===== config.mk =====
export PLATFORM = sky130hd
export DESIGN_NAME = unified_mem_arbiter
export DESIGN_NICKNAME = d
export VERILOG_FILES = /design/src/rtl/unified_mem_arbiter.sv
export SDC_FILE = /design/constraint.sdc
export NUM_CORES = 1
export LEC_CHECK = 0
export BUFFER_PORTS_ARGS = -buffer_cell sky130_fd_sc_hd__buf_2
export CAP_MARGIN = 0
export CORE_MARGIN = 5
export CORE_UTILIZATION = 46
export DETAILED_ROUTE_END_ITERATION = 10
export PLACE_DENSITY = 0.8
export SLEW_MARGIN = 20
export SYNTH_ARGS = -nofsm -noshare
export SYNTH_HDL_FRONTEND = slang
export SYNTH_SLANG_ARGS = --single-unit

===== constraint.sdc =====
create_clock -name ARB_Clk_In -period 2.83 [get_ports ARB_Clk_In]
set_clock_uncertainty 0.15 [all_clocks]
set_input_delay 0.1415 -clock ARB_Clk_In [delete_from_list [all_inputs] [get_ports ARB_Clk_In]]
set_output_delay 0.1415 -clock ARB_Clk_In [all_outputs]
set_load 0.05 [all_outputs]

===== src/rtl/unified_mem_arbiter.sv =====
// unified_mem_arbiter
// Shares one single-port memory between the instruction-fetch port and the
// data port. A registered FSM grants one access at a time, returns the
// memory response to its owner as a one-cycle pulse, and counts IDLE cycles
// in which both ports are requesting.
// Build option: define ARB_ROUND_ROBIN_EN to alternate grants on contention.
// Without it the data port always wins contention.
module unified_mem_arbiter #(
    parameter int DATAWIDTH  = 32,
    parameter int ADDR_WIDTH = 10
) (
    input  logic                  ARB_Clk_In,
    input  logic                  ARB_Reset_In,
    input  logic                  ARB_Ins_Ready_In,
    input  logic [DATAWIDTH-1:0]  ARB_Ins_Addr_InBUS,
    output logic                  ARB_Ins_Valid_Out,
    output logic [DATAWIDTH-1:0]  ARB_Ins_Readdata_OutBUS,
    input  logic                  ARB_Data_Ready_In,
    input  logic                  ARB_Data_Valid_In,
    input  logic [DATAWIDTH-1:0]  ARB_Data_Addr_InBUS,
    input  logic [DATAWIDTH-1:0]  ARB_Data_Writedata_InBUS,
    input  logic [3:0]            ARB_Data_Byteenable_InBUS,
    output logic                  ARB_Data_Valid_Out,
    output logic                  ARB_Data_Ready_Out,
    output logic [DATAWIDTH-1:0]  ARB_Data_Readdata_OutBUS,
    output logic                  ARB_Mem_Re_Out,
    output logic                  ARB_Mem_We_Out,
    output logic [ADDR_WIDTH-1:0] ARB_Mem_Addr_OutBUS,
    output logic [3:0]            ARB_Mem_Byteenable_OutBUS,
    output logic [DATAWIDTH-1:0]  ARB_Mem_Writedata_OutBUS,
    input  logic [DATAWIDTH-1:0]  ARB_Mem_Readdata_InBUS,
    input  logic                  ARB_Mem_Read_Valid_In,
    input  logic                  ARB_Mem_Write_Ready_In,
    output logic [31:0]           ARB_Conflict_Count_OutBUS
);

    typedef enum logic [2:0] {
        ST_IDLE    = 3'd0,
        ST_INS_RD  = 3'd1,
        ST_DATA_RD = 3'd2,
        ST_DATA_WR = 3'd3,
        ST_RESP    = 3'd4
    } state_t;

    // last_grant_r encoding: 0 = instruction port, 1 = data port
    localparam logic GRANT_INS  = 1'b0;
    localparam logic GRANT_DATA = 1'b1;

    state_t                state_r;
    logic                  last_grant_r;
    logic                  mem_re_r;
    logic                  mem_we_r;
    logic [ADDR_WIDTH-1:0] mem_addr_r;
    logic [3:0]            mem_be_r;
    logic [DATAWIDTH-1:0]  mem_wd_r;
    logic                  ins_valid_r;
    logic                  data_valid_r;
    logic                  data_ready_r;
    logic [DATAWIDTH-1:0]  ins_rdata_r;
    logic [DATAWIDTH-1:0]  data_rdata_r;
    logic [31:0]           conflict_cnt_r;

    logic ins_req_s;
    logic data_req_s;
    logic contend_s;
    logic grant_data_s;
    logic grant_ins_s;

    // Upper requester address bits are dropped: the memory only sees ADDR_WIDTH bits
    logic unused_addr_bits_s;
    assign unused_addr_bits_s = ^{ARB_Ins_Addr_InBUS[DATAWIDTH-1:ADDR_WIDTH],
                                  ARB_Data_Addr_InBUS[DATAWIDTH-1:ADDR_WIDTH]};

    // Grant decision evaluated from the live request levels while IDLE
    always_comb begin
        ins_req_s    = ARB_Ins_Ready_In;
        data_req_s   = ARB_Data_Ready_In | ARB_Data_Valid_In;
        contend_s    = ins_req_s & data_req_s;
        grant_data_s = 1'b0;
        if (contend_s) begin
`ifdef ARB_ROUND_ROBIN_EN
            grant_data_s = (last_grant_r == GRANT_INS);
`else
            grant_data_s = 1'b1;
`endif
        end else begin
            grant_data_s = data_req_s;
        end
        grant_ins_s = ins_req_s & ~grant_data_s;
    end

    // Arbitration FSM with all memory-side and response outputs registered
    always_ff @(posedge ARB_Clk_In) begin
        if (ARB_Reset_In) begin
            state_r        <= ST_IDLE;
            last_grant_r   <= GRANT_INS;
            mem_re_r       <= 1'b0;
            mem_we_r       <= 1'b0;
            mem_addr_r     <= {ADDR_WIDTH{1'b0}};
            mem_be_r       <= 4'b0000;
            mem_wd_r       <= {DATAWIDTH{1'b0}};
            ins_valid_r    <= 1'b0;
            data_valid_r   <= 1'b0;
            data_ready_r   <= 1'b0;
            ins_rdata_r    <= {DATAWIDTH{1'b0}};
            data_rdata_r   <= {DATAWIDTH{1'b0}};
            conflict_cnt_r <= 32'd0;
        end else begin
            case (state_r)
                ST_IDLE: begin
                    ins_valid_r  <= 1'b0;
                    data_valid_r <= 1'b0;
                    data_ready_r <= 1'b0;
                    if (contend_s && (conflict_cnt_r != 32'hFFFF_FFFF)) begin
                        conflict_cnt_r <= conflict_cnt_r + 32'd1;
                    end
                    if (grant_data_s) begin
                        last_grant_r <= GRANT_DATA;
                        mem_addr_r   <= ARB_Data_Addr_InBUS[ADDR_WIDTH-1:0];
                        mem_be_r     <= ARB_Data_Byteenable_InBUS;
                        // A pending write beats a pending read on the data port
                        if (ARB_Data_Valid_In) begin
                            mem_we_r <= 1'b1;
                            mem_wd_r <= ARB_Data_Writedata_InBUS;
                            state_r  <= ST_DATA_WR;
                        end else begin
                            mem_re_r <= 1'b1;
                            mem_wd_r <= {DATAWIDTH{1'b0}};
                            state_r  <= ST_DATA_RD;
                        end
                    end else if (grant_ins_s) begin
                        last_grant_r <= GRANT_INS;
                        mem_addr_r   <= ARB_Ins_Addr_InBUS[ADDR_WIDTH-1:0];
                        mem_be_r     <= 4'b1111;
                        mem_wd_r     <= {DATAWIDTH{1'b0}};
                        mem_re_r     <= 1'b1;
                        state_r      <= ST_INS_RD;
                    end else begin
                        state_r <= ST_IDLE;
                    end
                end
                ST_INS_RD: begin
                    if (ARB_Mem_Read_Valid_In) begin
                        ins_rdata_r <= ARB_Mem_Readdata_InBUS;
                        ins_valid_r <= 1'b1;
                        mem_re_r    <= 1'b0;
                        state_r     <= ST_RESP;
                    end else begin
                        state_r <= ST_INS_RD;
                    end
                end
                ST_DATA_RD: begin
                    if (ARB_Mem_Read_Valid_In) begin
                        data_rdata_r <= ARB_Mem_Readdata_InBUS;
                        data_valid_r <= 1'b1;
                        mem_re_r     <= 1'b0;
                        state_r      <= ST_RESP;
                    end else begin
                        state_r <= ST_DATA_RD;
                    end
                end
                ST_DATA_WR: begin
                    if (ARB_Mem_Write_Ready_In) begin
                        data_ready_r <= 1'b1;
                        mem_we_r     <= 1'b0;
                        state_r      <= ST_RESP;
                    end else begin
                        state_r <= ST_DATA_WR;
                    end
                end
                ST_RESP: begin
                    ins_valid_r  <= 1'b0;
                    data_valid_r <= 1'b0;
                    data_ready_r <= 1'b0;
                    mem_re_r     <= 1'b0;
                    mem_we_r     <= 1'b0;
                    state_r      <= ST_IDLE;
                end
                default: begin
                    ins_valid_r  <= 1'b0;
                    data_valid_r <= 1'b0;
                    data_ready_r <= 1'b0;
                    mem_re_r     <= 1'b0;
                    mem_we_r     <= 1'b0;
                    state_r      <= ST_IDLE;
                end
            endcase
        end
    end

    assign ARB_Ins_Valid_Out         = ins_valid_r;
    assign ARB_Ins_Readdata_OutBUS   = ins_rdata_r;
    assign ARB_Data_Valid_Out        = data_valid_r;
    assign ARB_Data_Ready_Out        = data_ready_r;
    assign ARB_Data_Readdata_OutBUS  = data_rdata_r;
    assign ARB_Mem_Re_Out            = mem_re_r;
    assign ARB_Mem_We_Out            = mem_we_r;
    assign ARB_Mem_Addr_OutBUS       = mem_addr_r;
    assign ARB_Mem_Byteenable_OutBUS = mem_be_r;
    assign ARB_Mem_Writedata_OutBUS  = mem_wd_r;
    assign ARB_Conflict_Count_OutBUS = conflict_cnt_r;

endmodule


==> flow_summary_export.csv, run 1 <==
group,metric,value,unit
critical_path,endpoint_type_of_the_worst_setup_path,"flop",
placed_design,hpwl_reported_at_the_end_of_detailed_placement,11800,µm
synth,synth_cells,702,
synth,post-synth-top-area-cell,"sky130_fd_sc_hd__dfxtp_1",
drt,detail_route.wirelength,19900,µm
timing,worstMarginPinSlew,0.786,ns
die,core_area,12600,µm²
die,die_width,123,µm
critical_path,critical_path_required,2.99,ns
synth,syn_nets,842,
layout,filler_cell_count,914,
synth,share_of_flip_flops_with_an_asynchronous_set_or_reset_after_synthesis,0,%
drt,drt_pass1_iterations,8,
timing,fin_crit,2.44,ns
status,run_status,"finished, final reports clean",
layout,num-nets-final,1161,
drt,drt-initial-drc-count,522,
global_routing,aggregate_global_routing_overflow,0,
timing,max_slew_margin,47.6,%
global_routing,grt_pass1_vias,6309,
critical_path,criticalPathCategory,"reg -> reg",
timing,final-max-slew-violation-count,0,
cts,cts_inserted_buffers,17,
timing,timing.final.ws_setup,0.390,ns
die,initial_utilization,46.7,%
pwr,post_layout_total_power,6070,µW
critical_path,path_max_fanout,7,
synth,synth_top_area_share,51.1,%
layout,multiInputGateArea,2670,µm²
critical_path,worst-endpoint-arrival,2.60,ns
cts,clk_pin_slew_worst_paths,0.06,ns
placed_design,io_buffer_count,241,
pwr,powerDensity,693,nW/µm²
die,i_o_pin_total,286,
drt,routed_via_density,5.33,
synth,synth_enable_flop_cells,0,
global_routing,first_pass_grt_wire_length,30700,µm
timing,setup_viol_count_final,0,
drt,routed-via-count,6433,
die,die-area,15100,µm²
global_routing,grt_usage,25.5,%
synth,synthesis.area,5870,µm²
synth,synth.yosys.seq_area_share,51.1,%
global_routing,pin_count_of_the_biggest_net_entering_global_routing,75,
flow_run,drv_cap,0,
timing,unrepaired_setup_endpoints_after_global_routing,"no",
timing,setup_total_negative_slack,0,ns
drt,number_of_drc_violations_after_detailed_routing,0,
timing,max_frequency,0.410,GHz
timing,final_hold_vios,0,
cts,clock_insertion_delay_at_the_later_pin_of_the_skew_report,0.42,ns
cts,clock_sinks,150,
drt,drt.antenna.violating_nets,0,
synth,ys_warn_count,0,
pwr,total_leakage_power,0.00388,µW
die,floorplan.rows,41,
die,die-height,123,µm
layout,signed_area_change_from_the_synthesized_netlist_to_the_final_layout,49.1,%
synth,most_numerous_cell_types_in_the_synthesized_netlist,"150 x sky130_fd_sc_hd__dfxtp_1, 145 x sky130_fd_sc_hd__nand2_1, 88 x sky130_fd_sc_hd__a21oi_1",
synth,synth_cell_type_count,43,
global_routing,grt_antenna_before_repair,0,
placed_design,finalWeightedCongestion,0.823,
min_path,holdCritPathClass,"in -> reg",
synth,most_used_flip_flop_cell_after_synthesis,"sky130_fd_sc_hd__dfxtp_1",
timing,share_of_the_cycle_needed_by_the_critical_path_after_routing,86.2,%
pwr,ir_worst_vdd,0.577,mV
layout,final-instance-count-excl-fill,1207,
drt,wl_per_cell,16.5,µm
layout,seq_area,3000,µm²
synth,synth_area_leaders,"sky130_fd_sc_hd__dfxtp_1 51%, sky130_fd_sc_hd__nand2_1 9.3%, sky130_fd_sc_hd__a21oi_1 7.5%",
synth,synth.most_common_cell,"sky130_fd_sc_hd__dfxtp_1",
layout,drive_gt1_share,30.2,%
synth,postSynthRegisterBits,150,
synth,average_cell_area_after_synthesis,8.37,µm²
cts,cts_tree,"built",
cts,ctsLongestPathBuffers,2,
cts,cts_repair_resize_count,0,
layout,share_of_the_core_filled_with_cells,69.7,%
cts,htree_levels,4,
placed_design,place_ws,0.460,ns
placed_design,numPlacedInstances,1082,
critical_path,start_kind,"flop",
cts,cts_root_buf,"sky130_fd_sc_hd__clkbuf_16",
## per-stage QoR
step	instance area, µm²	hold slack [ns]
after floorplan	5870	0.128
after global placement	7260	0.223
after detailed placement	7260	0.238
after CTS	8750	0.0139
after global routing	8750	0.0527
final	8760	0.0351
## cell type report
class / count / share of cell area [%]
diodes: 1 / 0.0286
clock buffers: 21 / 5.37
clock inverters: 11 / 1.13
inverters: 6 / 0.257
multi-input cells: 497 / 30.5
flip-flops and latches: 150 / 34.3
well taps: 172 / 2.46
repair buffers: 349 / 26.0
## layout by cell type (no fill, tap or decap), types with 6 or more instances in the layout
master	n
sky130_fd_sc_hd__buf_2	240
sky130_fd_sc_hd__dfxtp_1	150
sky130_fd_sc_hd__nand2_1	145
sky130_fd_sc_hd__dlygate4sd3_1	92
sky130_fd_sc_hd__a21oi_1	88
sky130_fd_sc_hd__nor2_1	74
sky130_fd_sc_hd__a22oi_1	32
sky130_fd_sc_hd__clkbuf_16	17
sky130_fd_sc_hd__buf_4	15
sky130_fd_sc_hd__or3_1	13
sky130_fd_sc_hd__nand3_1	12
sky130_fd_sc_hd__nand4_1	12
sky130_fd_sc_hd__o21ai_0	12
sky130_fd_sc_hd__nor2b_1	11
sky130_fd_sc_hd__mux2i_1	11
sky130_fd_sc_hd__nor4_1	10
sky130_fd_sc_hd__mux2_2	10
sky130_fd_sc_hd__a211oi_1	10
sky130_fd_sc_hd__o31ai_1	7
sky130_fd_sc_hd__or4_1	7
sky130_fd_sc_hd__inv_1	6
## power breakdown
group / switching, µW / leakage, µW / internal (µW) / total [µW]
registers: 91.6 / 0.00122 / 2280 / 2370
clock network: 896 / 0.000275 / 1280 / 2170
logic: 1080 / 0.00238 / 443 / 1520
## final timing paths
kind                                                    start                             to  slack, ns  cells past startpoint
worst max-delay path            ARB_Conflict_Count_OutBUS[20]  ARB_Conflict_Count_OutBUS[25]       0.39                      5
worst min-delay path                             ARB_Reset_In   ARB_Conflict_Count_OutBUS[0]       0.04                      2
worst max register to register  ARB_Conflict_Count_OutBUS[20]  ARB_Conflict_Count_OutBUS[25]       0.39                      5
worst min register to register     ARB_Ins_Readdata_OutBUS[3]     ARB_Ins_Readdata_OutBUS[3]       0.30                      2
## worst max-delay path, cell delays in order (launching register included)
cell,delay [ns]
sky130_fd_sc_hd__dfxtp_1,0.41
sky130_fd_sc_hd__nand4_1,0.36
sky130_fd_sc_hd__nor4_4,0.52
sky130_fd_sc_hd__a21oi_1,0.33
sky130_fd_sc_hd__and4_1,0.30
sky130_fd_sc_hd__mux2_2,0.26
## metal layers
layer  global-route usage (%)  vias to the layer above  share of wire, %
met3                     9.06                       54               8.3
li1                         -                     3072                 -
met5                        0                        -                 0
met1                     28.8                     3004                39
met4                     10.6                        0               2.8
met2                     43.9                      303                50
## logic make-up after synthesis
logic type	after synthesis	share of synthesized area, %
AO/OA/AOI/OAI	163	16.5
buffers and inverters	55	3.58
flip-flops	150	51.1
XOR/XNOR	4	0.596
adder cells (fa/ha/maj)	1	0.213
AND/OR/NAND/NOR	308	24.2
multiplexers	21	3.79
## flip-flops by register name, indices dropped and copies added (netlist names)
signal                     flops
ARB_Data_Ready_Out             1
ARB_Ins_Readdata_OutBUS       32
ARB_Conflict_Count_OutBUS     32
ARB_Mem_Addr_OutBUS           10
ARB_Data_Readdata_OutBUS      32
ARB_Mem_We_Out                 1
ARB_Data_Valid_Out             1
ARB_Mem_Writedata_OutBUS      32
ARB_Mem_Re_Out                 1
state_r                        3
ARB_Mem_Byteenable_OutBUS      4
ARB_Ins_Valid_Out              1
## repair_timing
item | in CTS | in global routing
hold buffers | 92 | 0
endpoints found under the hold margin | 116 | 0
buffers inserted | 0 | 0
Power figures use the tool's default switching activity.
==> inputs of run 2 (changes only) <==
==> constraint.sdc (replaced) <==
create_clock -name ARB_Clk_In -period 2.83 [get_ports ARB_Clk_In]
set_clock_uncertainty 0.15 [all_clocks]
set_input_delay 0.566 -clock ARB_Clk_In [delete_from_list [all_inputs] [get_ports ARB_Clk_In]]
set_output_delay 0.566 -clock ARB_Clk_In [all_outputs]
set_load 0.05 [all_outputs]
==> run 2 against run 1 <==
Utilization fell by 7.2 points. Critical endpoint is now ARB_Conflict_Count_OutBUS[2]. Clock power is essentially flat. Total power decreased by 2.3%. First-iteration DRC count down 5.4%. Count of clock-buffer cells in the layout is 1 lower. Cell count down 7.5%. Flip-flop and latch count stayed put. Via count down 10%. Cell area down 10%.
==> flow_summary_export.csv, run 2 (same netlist as run 1, synthesis figures left out) <==
group,metric,value,unit
placed_design,numPlacedInstances,1084,
status,run_status,"finished, final reports clean",
min_path,hold_start,"ARB_Data_Writedata_InBUS[30]",
layout,postLayoutCellArea,7850,µm²
drt,routed_via_density,5.18,
layout,filler_cell_count,1109,
global_routing,aggregate_global_routing_overflow,0,
critical_path,crit_slowest_cell,"sky130_fd_sc_hd__a21o_1",
drt,routed-via-count,5784,
layout,drive_gt1_share,33.5,%
timing,max_slew_margin,48.8,%
critical_path,regToRegEndpoint,"ARB_Conflict_Count_OutBUS[2]",
global_routing,grt_pass1_vias,5472,
timing,max_frequency,0.400,GHz
die,core_area,12600,µm²
die,die-height,123,µm
timing,worstMarginPinSlew,0.768,ns
critical_path,worst-r2r-cell-count,6,
cts,cts_root_buf,"sky130_fd_sc_hd__clkbuf_16",
layout,share_of_the_core_filled_with_cells,62.5,%
critical_path,crit_buf_inv,1,
cts,clock_sinks,150,
layout,layout.cells.most_common_list,"240 x sky130_fd_sc_hd__buf_2, 150 x sky130_fd_sc_hd__dfxtp_1, 145 x sky130_fd_sc_hd__nand2_1",
timing,setup_total_negative_slack,0,ns
cts,ctsLongestPathBuffers,2,
drt,detail_route.wirelength,16700,µm
cts,holdBufCountCts,0,
drt,wl_per_cell,15.0,µm
drt,drt.antenna.violating_nets,0,
pwr,powerDensity,755,nW/µm²
timing,fin_crit,2.50,ns
min_path,hold_depth,3,
critical_path,r2r_setup_slack,0.33,ns
layout,final-instance-count-excl-fill,1116,
placed_design,place_ws,0.294,ns
drt,drt-initial-drc-count,494,
pwr,ir_worst_vdd,0.520,mV
die,floorplan.rows,41,
cts,cts_repair_resize_count,0,
placed_design,postPlaceCellArea,7270,µm²
layout,num-nets-final,1071,
timing,unrepaired_setup_endpoints_after_global_routing,"no",
cts,cts_inserted_buffers,17,
critical_path,worst_path_largest_cell_delay,0.55,ns
cts,htree_levels,4,
drt,number_of_drc_violations_after_detailed_routing,0,
min_path,worst_hold_path.endpoint,"ARB_Mem_Writedata_OutBUS[30]",
timing,setup_viol_count_final,0,
flow_run,drv_cap,0,
layout,antenna_cells,0,
die,i_o_pin_total,286,
global_routing,first_pass_grt_wire_length,26400,µm
die,initial_utilization,46.7,%
die,die_width,123,µm
pwr,sequentialPowerShare,39.8,%
critical_path,cell_by_cell_listing_of_the_critical_path,"nand4_1 > nor4_4 > a21o_1 > buf_4 > o21ai_0 > a21oi_1",
timing,final_hold_vios,0,
placed_design,finalWeightedCongestion,0.810,
pwr,total_leakage_power,0.00351,µW
cts,cts_tree,"built",
global_routing,grt_usage,21.7,%
critical_path,worst-endpoint-arrival,2.69,ns
layout,signed_area_change_from_the_synthesized_netlist_to_the_final_layout,33.7,%
pwr,internal_power,3920,µW
pwr,power_frac_comb,23.3,%
critical_path,cpLargestDelayFamily,"simple AND/OR/NAND/NOR gates",
cts,clk_pin_slew_worst_paths,0.07,ns
die,die-area,15100,µm²
timing,final-max-slew-violation-count,0,
cts,clock_insertion_delay_at_the_later_pin_of_the_skew_report,0.41,ns
critical_path,critical_path_required,3.01,ns
timing,timing.final.ws_setup,0.328,ns
critical_path,start_kind,"flop",
critical_path,criticalPathCategory,"reg -> reg",
critical_path,path_max_fanout,20,
pwr,p_sw_share,33.9,%
critical_path,crit-reg2reg-launch,"ARB_Conflict_Count_OutBUS[16]",
global_routing,grt_antenna_before_repair,0,
cts,post_cts_buffers,0,
critical_path,endpoint_type_of_the_worst_setup_path,"flop",
timing,share_of_the_cycle_needed_by_the_critical_path_after_routing,88.4,%
layout,final_common_cell,"sky130_fd_sc_hd__buf_2",
placed_design,hpwl_reported_at_the_end_of_detailed_placement,11900,µm
global_routing,pin_count_of_the_biggest_net_entering_global_routing,82,
pwr,pwr-share-clk,37.0,%
pwr,switching_power,2010,µW
drt,drt_pass1_iterations,5,
min_path,holdCritPathClass,"in -> reg",
placed_design,io_buffer_count,241,
run 2: cell count changes in the layout (fill, tap and decap cells not counted), sizes merged:
cell         change
dlygate4sd3     -92
inv              +3
buf              +2
clkinvlp         -2
clkbuf           -1
diode            -1
run 2: area by class of cell:
type | instances | area, µm² | share of cell area [%]
clock inverters | 12 | 118 | 1.50
flip-flops and latches | 150 | 3000 | 38.2
multi-input cells | 497 | 2670 | 34.0
well taps | 172 | 215 | 2.74
repair buffers | 259 | 1360 | 17.3
clock buffers | 20 | 467 | 5.94
inverters | 6 | 22.5 | 0.287
run 2: worst max path at each step:
| stage | slack, ns | endpoint | cells after the start | from |
|---|---|---|---|---|
| 2_1_floorplan | 0.22 | ARB_Conflict_Count_OutBUS[24] | 6 | ARB_Conflict_Count_OutBUS[0] |
| 3_3_place_gp | 0.31 | ARB_Conflict_Count_OutBUS[27] | 6 | ARB_Data_Valid_In |
| 3_5_place_dp | 0.29 | ARB_Conflict_Count_OutBUS[27] | 6 | ARB_Data_Valid_In |
| 4_1_cts | 0.33 | ARB_Conflict_Count_OutBUS[2] | 6 | ARB_Conflict_Count_OutBUS[16] |
| 5_1_grt | 0.16 | ARB_Conflict_Count_OutBUS[2] | 6 | ARB_Conflict_Count_OutBUS[16] |
| 6_report | 0.33 | ARB_Conflict_Count_OutBUS[2] | 6 | ARB_Conflict_Count_OutBUS[16] |
run 2: routing by layer:
layer	GRT usage [%]	part of all wire (%)
met2	35.8	49
met1	26.6	40
met4	9.34	2.3
met5	0	0
met3	6.08	8.4
run 2: power groups by stage:
stage	Combinational (µW)	Clock [µW]	Sequential (µW)
3_3_place_gp	1370	0	2400
6_report	1380	2190	2360
4_1_cts	1390	2220	2360
2_1_floorplan	466	0	2940
3_5_place_dp	1380	0	2400
5_1_grt	1490	2320	2380
run 2: worst reg2reg max path, stage by stage (launching register included):
cell	delay [ns]
sky130_fd_sc_hd__dfxtp_1	0.43
sky130_fd_sc_hd__nand4_1	0.30
sky130_fd_sc_hd__nor4_4	0.51
sky130_fd_sc_hd__a21o_1	0.55
sky130_fd_sc_hd__buf_4	0.25
sky130_fd_sc_hd__o21ai_0	0.08
sky130_fd_sc_hd__a21oi_1	0.17
run 2: stage by stage:
stage          hold WS, ns  total power, µW
6_report             0.233             5930
2_1_floorplan        0.429             3400
3_5_place_dp         0.293             3790
4_1_cts              0.222             5970
3_3_place_gp         0.289             3760
5_1_grt              0.235             6180
==> inputs of run 3 (changes only) <==
--- a/config.mk
+++ b/config.mk
@@ -8,9 +8,11 @@
 export BUFFER_PORTS_ARGS = -buffer_cell sky130_fd_sc_hd__buf_2
 export CAP_MARGIN = 0
 export CORE_MARGIN = 5
-export CORE_UTILIZATION = 46
+export CORE_UTILIZATION = 50
 export DETAILED_ROUTE_END_ITERATION = 10
-export PLACE_DENSITY = 0.8
+export GPL_TIMING_DRIVEN = 0
+export MAX_ROUTING_LAYER = met4
+export PLACE_DENSITY = 0.86
 export SLEW_MARGIN = 20
 export SYNTH_ARGS = -nofsm -noshare
 export SYNTH_HDL_FRONTEND = slang
==> constraint.sdc (replaced) <==
create_clock -name ARB_Clk_In -period 3.1 [get_ports ARB_Clk_In]
set_clock_uncertainty 0.15 [all_clocks]
set_input_delay 0.62 -clock ARB_Clk_In [delete_from_list [all_inputs] [get_ports ARB_Clk_In]]
set_output_delay 0.62 -clock ARB_Clk_In [all_outputs]
set_load 0.05 [all_outputs]
==> run 3 against run 2 <==
Sequential power shrank 8.5%. Via count up 5.5%. Hold slack improved by 0.053 ns. Flip-flop and latch count unchanged. Sequential share of layout area is 0.21 points higher. Die area decreased by 7.4%. Register-to-register slack better by 0.19 ns. Cell area down 0.56%. Count of clock-buffer cells in the layout rose by 4. Critical path type unchanged. Routed wire length increased by 7.1%.
==> flow_summary_export.csv, run 3 (same netlist as run 1, synthesis figures left out) <==
group,metric,value,unit
drt,drt_pass1_iterations,5,
die,die_width,118,µm
global_routing,grt_most_used_layer,"met2",
layout,final_common_cell,"sky130_fd_sc_hd__buf_2",
pwr,ir_worst_vdd,0.571,mV
die,core_area,11500,µm²
layout,layout.cells.most_common_list,"243 x sky130_fd_sc_hd__buf_2, 150 x sky130_fd_sc_hd__dfxtp_1, 145 x sky130_fd_sc_hd__nand2_1",
critical_path,crit_slowest_cell,"sky130_fd_sc_hd__a21oi_1",
placed_design,postPlaceCellArea,7250,µm²
global_routing,aggregate_global_routing_overflow,0,
min_path,holdCritPathClass,"in -> reg",
global_routing,grt_usage,25.5,%
critical_path,worst_path_largest_cell_delay,0.67,ns
die,i_o_pin_total,286,
timing,max_slew_margin,36.6,%
cts,htree_levels,4,
placed_design,io_buffer_count,240,
die,die-height,118,µm
cts,clock_insertion_delay_at_the_later_pin_of_the_skew_report,0.42,ns
critical_path,cell_by_cell_listing_of_the_critical_path,"nor3_2 > nand3_1 > a21oi_1 > and4_1 > mux2_2",
critical_path,criticalPathCategory,"reg -> reg",
timing,share_of_the_cycle_needed_by_the_critical_path_after_routing,83.3,%
drt,routed-via-count,6102,
critical_path,critical_path_required,3.25,ns
critical_path,endpoint_type_of_the_worst_setup_path,"flop",
die,initial_utilization,51.2,%
critical_path,path_max_fanout,7,
layout,num-nets-final,1101,
timing,final-max-slew-violation-count,0,
layout,signed_area_change_from_the_synthesized_netlist_to_the_final_layout,32.9,%
drt,drt-initial-drc-count,441,
global_routing,grt.met3_usage,6.73,%
flow_run,drv_cap,0,
pwr,powerDensity,692,nW/µm²
drt,detail_route.wirelength,17900,µm
drt,number_of_drc_violations_after_detailed_routing,0,
placed_design,finalWeightedCongestion,0.877,
global_routing,grt_pass1_vias,5847,
timing,setup_total_negative_slack,0,ns
layout,postLayoutCellArea,7810,µm²
cts,clock_sinks,150,
timing,unrepaired_setup_endpoints_after_global_routing,"no",
die,floorplan.rows,39,
global_routing,gr-usage-met1,30.8,%
drt,routed_via_density,5.48,
critical_path,start_kind,"flop",
status,run_status,"finished, final reports clean",
cts,cts_repair_resize_count,0,
cts,holdBufCountCts,0,
timing,final_hold_vios,0,
cts,ctsLongestPathBuffers,2,
drt,drt.antenna.violating_nets,0,
timing,fin_crit,2.58,ns
global_routing,grt_antenna_before_repair,0,
cts,clk_pin_slew_worst_paths,0.06,ns
pwr,total_leakage_power,0.00345,µW
layout,antenna_cells,0,
layout,drive_gt1_share,29.8,%
cts,cts_tree,"built",
cts,cts_inserted_buffers,17,
placed_design,hpwl_reported_at_the_end_of_detailed_placement,13300,µm
timing,max_frequency,0.387,GHz
drt,wl_per_cell,16.0,µm
critical_path,worst-endpoint-arrival,2.73,ns
die,die-area,14000,µm²
cts,post_cts_buffers,0,
cts,cts_root_buf,"sky130_fd_sc_hd__clkbuf_16",
global_routing,first_pass_grt_wire_length,28800,µm
global_routing,pin_count_of_the_biggest_net_entering_global_routing,17,
timing,worstMarginPinSlew,0.949,ns
timing,setup_viol_count_final,0,
global_routing,grt_use_met2,41.6,%
## run 3: path summary, 6_finish.rpt
path / startpoint / to / slack (ns) / cells after the start
worst min-delay path: ARB_Data_Writedata_InBUS[13] / ARB_Mem_Writedata_OutBUS[13] / 0.29 / 3
worst max-delay path: state_r[0] / ARB_Conflict_Count_OutBUS[25] / 0.52 / 5
worst max register to register: state_r[0] / ARB_Conflict_Count_OutBUS[25] / 0.52 / 5
worst min register to register: ARB_Ins_Readdata_OutBUS[21] / ARB_Ins_Readdata_OutBUS[21] / 0.30 / 2
## run 3: metrics by stage
step	cells	hold WS (ns)	total power (µW)	util (%)	worst slack, ns
global placement	1085	0.289	3450	63.3	0.201
global route	1113	0.289	5620	68.1	0.289
finish	1113	0.287	5400	68.1	0.517
floorplan	702	0.429	3110	-	0.492
CTS	1113	0.273	5430	68.1	0.555
detailed placement	1085	0.294	3460	63.3	0.188
## run 3: final cells by class
type | count | area, µm²
Fill cell | 966 | 3660
Sequential cell | 150 | 3000
Multi-Input combinational cell | 497 | 2660
Timing Repair Buffer | 240 | 1200
Clock buffer | 24 | 482
Buffer | 49 | 188
Tap cell | 143 | 179
Clock inverter | 4 | 72.6
Inverter | 6 | 22.5
## run 3: per-layer routing
| metal | vias to the layer above | routed length, µm |
|---|---|---|
| met5 | - | 0 |
| met4 | 0 | 356 |
| met3 | 35 | 1450 |
| met2 | 288 | 8730 |
| met1 | 2831 | 7320 |
| li1 | 2948 | - |
## run 3: worst max-delay path: cells and delay by family (launching register included)
| kind | cells | cell delay [ns] |
|---|---|---|
| DFF | 1 | 0.35 |
| AOI/OAI and AO/OA | 1 | 0.67 |
| and+or+nand+nor | 3 | 0.98 |
| muxes | 1 | 0.33 |
## run 3: power by group
group | leakage (µW) | internal [µW] | switching, µW
combinational | 0.00197 | 313 | 954
sequential | 0.00122 | 2080 | 83.0
clock | 0.000268 | 1230 | 745
total | 0.00345 | 3620 | 1780
